## src/rtl/duty_ramp_ctrl.sv

```systemverilog
// Slew-rate limiter feeding the 8-bit PWM generator: duty walks toward an accepted
// target only on PWM period boundaries. Optional target ceiling: DUTY_RAMP_CLAMP_EN.
module duty_ramp_ctrl #(
    parameter logic [7:0] STEP     = 8'd4,
    parameter logic [7:0] RATE     = 8'd4,
    parameter logic [7:0] MAX_DUTY = 8'hF0
) (
    input  logic       clk,
    input  logic       rst_n,
    input  logic [7:0] tgt_duty,
    input  logic       tgt_valid,
    output logic       tgt_ready,
    input  logic       estop,
    output logic [7:0] duty,
    output logic       busy,
    output logic       done
);

    localparam logic [0:0] S_IDLE = 1'b0;
    localparam logic [0:0] S_RAMP = 1'b1;

`ifdef DUTY_RAMP_CLAMP_EN
    localparam logic CLAMP_EN = 1'b1;
`else
    localparam logic CLAMP_EN = 1'b0;
`endif

    function automatic logic [7:0] limit_target(input logic [7:0] t);
        return (CLAMP_EN && (t > MAX_DUTY)) ? MAX_DUTY : t;
    endfunction

    logic [7:0] cnt_q, cnt_d;
    logic [0:0] state_q, state_d;
    logic [7:0] rate_cnt_q, rate_cnt_d;
    logic [7:0] target_q, target_d;
    logic [7:0] duty_q, duty_d;
    logic       busy_q, busy_d;
    logic       done_q, done_d;

    logic       boundary_s;
    logic       accept_s;
    logic       rate_hit_s;
    logic [7:0] tgt_in_s;
    logic [8:0] diff_s;
    logic       up_s;
    logic [7:0] gap_s;
    logic       close_s;

    assign tgt_ready  = (state_q == S_IDLE) && !estop;
    assign accept_s   = tgt_valid && tgt_ready;
    assign boundary_s = (cnt_q == 8'hFF);
    assign rate_hit_s = (rate_cnt_q == (RATE - 8'd1));
    assign tgt_in_s   = limit_target(tgt_duty);

    // Signed distance in 9 bits; a step never exceeds the remaining gap, so no wrap.
    assign diff_s  = {1'b0, target_q} - {1'b0, duty_q};
    assign up_s    = ~diff_s[8];
    assign gap_s   = up_s ? diff_s[7:0] : (8'd0 - diff_s[7:0]);
    assign close_s = (gap_s <= STEP);

    // Next-state logic: estop overrides everything except the period counter.
    always_comb begin
        cnt_d      = cnt_q + 8'd1;
        state_d    = state_q;
        rate_cnt_d = rate_cnt_q;
        target_d   = target_q;
        duty_d     = duty_q;
        busy_d     = busy_q;
        done_d     = 1'b0;
        if (estop) begin
            state_d    = S_IDLE;
            rate_cnt_d = 8'd0;
            target_d   = 8'd0;
            duty_d     = 8'd0;
            busy_d     = 1'b0;
        end else begin
            case (state_q)
                S_IDLE: begin
                    if (accept_s) begin
                        target_d = tgt_in_s;
                        if (tgt_in_s != duty_q) begin
                            state_d    = S_RAMP;
                            busy_d     = 1'b1;
                            rate_cnt_d = 8'd0;
                        end else begin
                            done_d = 1'b1;
                        end
                    end else begin
                        target_d = target_q;
                    end
                end
                S_RAMP: begin
                    if (boundary_s && rate_hit_s) begin
                        rate_cnt_d = 8'd0;
                        if (close_s) begin
                            duty_d  = target_q;
                            state_d = S_IDLE;
                            busy_d  = 1'b0;
                            done_d  = 1'b1;
                        end else if (up_s) begin
                            duty_d = duty_q + STEP;
                        end else begin
                            duty_d = duty_q - STEP;
                        end
                    end else if (boundary_s) begin
                        rate_cnt_d = rate_cnt_q + 8'd1;
                    end else begin
                        rate_cnt_d = rate_cnt_q;
                    end
                end
                default: begin
                    state_d    = S_IDLE;
                    busy_d     = 1'b0;
                    rate_cnt_d = 8'd0;
                end
            endcase
        end
    end

    // State registers with asynchronous active-low reset.
    always_ff @(posedge clk or negedge rst_n) begin
        if (!rst_n) begin
            cnt_q      <= 8'd0;
            state_q    <= S_IDLE;
            rate_cnt_q <= 8'd0;
            target_q   <= 8'd0;
            duty_q     <= 8'd0;
            busy_q     <= 1'b0;
            done_q     <= 1'b0;
        end else begin
            cnt_q      <= cnt_d;
            state_q    <= state_d;
            rate_cnt_q <= rate_cnt_d;
            target_q   <= target_d;
            duty_q     <= duty_d;
            busy_q     <= busy_d;
            done_q     <= done_d;
        end
    end

    assign duty = duty_q;
    assign busy = busy_q;
    assign done = done_q;

endmodule

```

## config.mk

```make
export PLATFORM = sky130hd
export DESIGN_NAME = duty_ramp_ctrl
export DESIGN_NICKNAME = d
export VERILOG_FILES = /design/src/rtl/duty_ramp_ctrl.sv
export SDC_FILE = /design/constraint.sdc
export NUM_CORES = 1
export LEC_CHECK = 0
export ABC_CLOCK_PERIOD_IN_PS = 7460
export BUFFER_PORTS_ARGS = -buffer_cell sky130_fd_sc_hd__buf_2
export CAP_MARGIN = 20
export CORE_MARGIN = 2
export CORE_UTILIZATION = 55
export CTS_BUF_LIST = sky130_fd_sc_hd__clkbuf_2 sky130_fd_sc_hd__clkbuf_4 sky130_fd_sc_hd__clkbuf_8
export CTS_CLUSTER_DIAMETER = 120
export DETAILED_ROUTE_END_ITERATION = 12
export PLACE_DENSITY = 0.75
export SLEW_MARGIN = 25
export SYNTH_ARGS = -nofsm -noshare
export SYNTH_HDL_FRONTEND = slang
export SYNTH_SLANG_ARGS = --single-unit
export TNS_END_PERCENT = 10
```

## constraint.sdc

```tcl
create_clock -name clk -period 7.46 [get_ports clk]
set_input_delay 0 -clock clk [delete_from_list [all_inputs] [get_ports clk]]
set_output_delay 0 -clock clk [all_outputs]
set_load 0.03 [all_outputs]
```

# Word level (Yosys, flattened, before mapping)

Cells that the tools add are included.

Register bits: 35
Output and inout port bits: 11
Word-level logic and storage cells: 68

Add/subtract/negate cells: 6
$lt $le $gt $ge: 1
Eq/ne operators: 9
Muxes and demuxes: 33
Bitwise operators: 1
Reduce and logical (&&, ||, !) cells: 11

Operators by type and width:

| kind                | number |
|---|---|
| $mux 8              | 14 |
| $add 8x1->8 const B | 2 |
| $pmux 8 s2          | 1 |
| $mux 1              | 15 |
| $ne 3x2->1 const B  | 3 |
| $sub 8x8->9         | 1 |
| $add 8x3->8 const B | 1 |
| $eq 8x2->1 const B  | 1 |
| $eq 8x8->1 const B  | 1 |
| $le 8x3->1 const B  | 1 |
| $ne 8x8->1          | 1 |
| $sub 1x8->8 const A | 1 |
| $sub 8x3->8 const B | 1 |
| $pmux 1 s2          | 3 |
| $reduce_bool 2->1   | 3 |
| $ne 4x2->1 const B  | 1 |
| $reduce_and 2->1    | 2 |
| $reduce_and 4->1    | 1 |
| $logic_and 1x1->1   | 3 |
| $ne 3x3->1 const B  | 1 |
| $reduce_and 3->1    | 1 |
| $ne 2x2->1 const B  | 1 |
| $logic_not 1->1     | 1 |
| $not 1->1           | 1 |

# Logic depth before layout (Yosys ltp)

Word-level depth: 8
Gate-level depth with buffers: 17

# Least setup slack after synthesis

Ideal clock, no wire load.

Path kind: reg2reg
From: register duty_q[3], in the netlist duty[3]
To: register duty_q[7], in the netlist duty[7]
Library setup time: 0.126 ns
Arrival: 3.505 ns
Path slack: 3.829 ns
Cell stages (with the launch flop): 17
Clock period less this slack: 3.631 ns
Cells stage by stage: dfrtp_1 > inv_1 > ha_1 > clkbuf_1 > nand3_1 > o221a_2 > o21ai_2 > inv_2 > ha_1 > a21o_1 > a21oi_1 > o21bai_1 > a21oi_1 > xnor2_1 > xnor2_1 > a211oi_1 > a311o_1

Cells in the longest elaborated chain, start to end: 8
Elaborated cells between the ends (all ways): 11

RTL lines:

| item                   | line | RTL |
|---|---|---|
| from (decl)            | 36   | `logic [7:0] duty_q, duty_d;` |
| from (signal assigned) | 135  | `duty_q <= duty_d;` |
| $sub 8x8->9            | 56   | `assign diff_s = {1'b0, target_q} - {1'b0, duty_q};` |
| $sub 1x8->8            | 58   | `assign gap_s = up_s ? diff_s[7:0] : (8'd0 - diff_s[7:0]);` |
| $mux 8                 | 58   |  |
| $le 8x3->1             | 59   | `assign close_s = (gap_s <= STEP);` |
| $mux 8 (*)             | 95   | `if (close_s) begin` |
| $mux 8 (*)             | 93   | `if (boundary_s && rate_hit_s) begin` |
| $mux 8 (*)             | 77   | `case (state_q)` |
| $mux 8 (*)             | 70   | `if (estop) begin` |

Mark *: on every way between the ends. The rest lies on a longest branch, timed or not. The select of a mux whose other input is x is not followed.
A chain may end at the register's enable or synchronous reset.

# Final worst setup path

From: register duty_q[2], in the netlist duty[2]
To: register duty_q[7], in the netlist duty[7]

Same word-level chain as after synthesis.

==> flow_summary.ini <==
[pwr]
combPwrFrac_pct = 28.8
power_frac_clock_pct = 31.4
power_density_mw_per_mm2 = 174.5
power.switching_w = 0.0001627
seqPwrFrac_pct = 39.9
power.internal_w = 0.0003378
irDropWorstVdd_mv = 0.1239
power.leakage_nw = 1.328
sw_frac_of_total_pct = 32.50

[place]
port_buffers = 22
finalWeightedCongestion = 0.8907
hpwl_mm = 4.213
dp_cells = 347
pre_cts_ws_ns = 3.682

[final_layout]
diodes = 0
layout-drive-gt1-share_pct = 14.10
num-fill-cells = 367
nNetsFinal = 340
stdcell_count = 364
area_growth_pct = 12.96

[yosys]
syn_nets = 310
synth.largest_area_cell = dfrtp_1
yosysMostFrequentCell = dfrtp_1
synth-edff-count = 0
syn_inst = 281
seq_area_frac_synth_pct = 34.48
ys_warn_count = 0
post_synth_num_cell_types = 56
synth_ff_type = dfrtp_1
synth_common_cells = dfrtp_1 (35), nand2_1 (34), a21oi_1 (21), nor2_1 (21), xnor2_1 (21)
synth_top_area_share_pct = 34.48
async_reset_ff_share_pct = 100.0
synth_area_mm2 = 0.002540
ys_seq_elements = 35
synthTopCellsByArea = dfrtp_1 (34%), ha_1 (7.4%), xnor2_1 (7.2%), nand2_1 (5.0%), a21oi_1 (4.1%)
avgSynthCellArea_um2 = 9.039

[critical_path]
crit_type = reg2reg
cp-end-kind = register
regToRegSetupSlack_ns = 3.62
r2r_cells = 15
required_ns = 7.64
crit_arrival_ns = 4.02
start_kind = register
cp_max_fo = 8
r2r_end = duty[7]$_DFFE_PN0P_
r2r-start = duty[2]$_DFFE_PN0P_

[min_path]
hp-start = estop
min_path_cells = 2
min_to = target_q[1]$_DFFE_PN0P_
hold_path.class = in2reg

[timing]
fmax_ghz = 0.2605
rsz0062_at_grt = no
fin_ws_ns = 3.621
drv_slew = 0
fin_crit_sh_pct = 51.46
max_slew_margin_pct = 46.67
whs_ns = 0.07688
tightest_slew_ns = 0.7892
min_period_ns = 3.839
setup_tns_ns = 0
skew_ns = 0.006258
setup_viol = 0
hold_viol_final = 0

[detailed_routing]
drtAntennaViolNets = 0
wl_mm = 5.677
vias = 2111
drt_iter0_markers = 129
drc_errors = 0
met1Wirelength_mm = 2.816
met2_length_mm = 2.499
met3_length_um = 313
highest_layer = met4
avgViaCountPerCell = 5.799
drt_pass1_iterations = 4
routedWlPerCell_um = 15.60

[global_route]
grt_pass1_wl_mm = 9.480
grt_max_degree = 36
grt_pass1_vias = 2015
grt-ovfl-total = 0
antenna_found_initial = 0
grt_util_all_layers_pct = 23.81

[die]
die_w_um = 71.96
dieArea_mm2 = 0.005178
start_util_pct = 57.54
num_io_pins = 23
die_y_um = 71.96
core_area_mm2 = 0.004414
std_cell_rows = 24

[clock_network]
clk_pin_slew_worst_paths_ns = 0.07
post-cts-setup-buffers = 0
insertion_delay_ns = 0.30
cts_max_path_buffers = 2
root_buffer = clkbuf_8
cts_buffers = 5
cts_sinks = 35
htree_num_levels = 2
cts_tree = built

[flow_run]
maxCapViolCount = 0

[outcome]
outcome = complete, no violations
[metal layers]
metal | GRT usage, % | vias up
met4 | 5.031 | 0
met2 | 36.01 | 52
met3 | 6.250 | 6
li1 | - | 1069
met1 | 34.82 | 984
met5 | 0 | -
[how the worst max path moves through the flow]
stage                             start             endpoint  cells past startpoint
floorplan           duty[3]$_DFFE_PN0P_  duty[7]$_DFFE_PN0P_                     16
global placement    duty[2]$_DFFE_PN0P_  duty[7]$_DFFE_PN0P_                     15
detailed placement  duty[2]$_DFFE_PN0P_  duty[7]$_DFFE_PN0P_                     15
CTS                 duty[2]$_DFFE_PN0P_  duty[7]$_DFFE_PN0P_                     15
global route        duty[2]$_DFFE_PN0P_  duty[7]$_DFFE_PN0P_                     15
finish              duty[2]$_DFFE_PN0P_  duty[7]$_DFFE_PN0P_                     15
[logic make-up after synthesis]
logic type / after synthesis / share of synthesized area [%]
and+or+nand+nor: 104 / 21.72
muxes: 1 / 0.3941
DFF: 35 / 34.48
buffers and inverters: 27 / 4.581
adders and majority gates: 17 / 8.966
AOI/OAI and AO/OA: 71 / 20.89
xor gates and xnor gates: 26 / 8.966
[metrics by stage]
step / instance area, µm² / total power, W / utilization (%)
2_1_floorplan: 2540 / 0.0003125 / -
3_3_place_gp: 2670 / 0.0003391 / 60.49
3_5_place_dp: 2670 / 0.0003413 / 60.49
4_1_cts: 2864 / 0.0005027 / 64.88
5_1_grt: 2869 / 0.0005283 / 64.99
6_report: 2869 / 0.0005005 / 64.99
[cell usage in the layout (no fill, tap or decap), types with 6 or more instances in the layout]
master         count
o21ai_0            7
nand2_1           34
inv_1             18
dfrtp_1           35
ha_1              15
nor2_1            21
xnor2_1           21
buf_2             22
nand3_1            7
nor3_1             6
nand2b_1           8
clkbuf_8           7
a21oi_1           21
dlygate4sd3_1      9
[registers in the layout (all words and copies together) (netlist names)]
name        flops
state_q         1
done            1
cnt_q           8
duty            8
target_q        8
rate_cnt_q      8
busy            1
[final cells by class]
cell class	instances	area (µm²)	area share [%]
Multi-Input combinational cell	219	1553	54.12
Sequential cell	35	875.8	30.53
Timing Repair Buffer	31	200.2	6.978
Clock buffer	8	103.9	3.620
Inverter	19	71.32	2.486
Tap cell	52	65.06	2.268
[repair_timing]
item | in CTS | in global routing
setup endpoints to repair | 0 | 0
hold buffers | 9 | 0
resized for setup | 0 | 0
endpoints found under the hold margin | 43 | 0
[worst max-delay path: stages, from the launching register on]
cell and delay, ns:
dfrtp_1 0.53, inv_1 0.08, ha_1 0.43, a21oi_1 0.14, o221a_2 0.30, o21ai_2 0.35
inv_2 0.16, ha_1 0.31, a21o_1 0.17, a21oi_1 0.23, o21bai_1 0.10, a21oi_1 0.17
xnor2_1 0.16, xnor2_1 0.16, a211oi_1 0.08, a311o_1 0.35
[power groups by stage]
stage | Clock (W) | Sequential [W] | Combinational, W
final | 0.000157 | 0.000200 | 0.000144
after global routing | 0.000169 | 0.000200 | 0.000159
after CTS | 0.000160 | 0.000199 | 0.000143
after detailed placement | 0 | 0.000203 | 0.000138
after global placement | 0 | 0.000203 | 0.000136
after floorplan | 0 | 0.000203 | 0.000110
No activity file was read; power rests on OpenSTA's default activity.
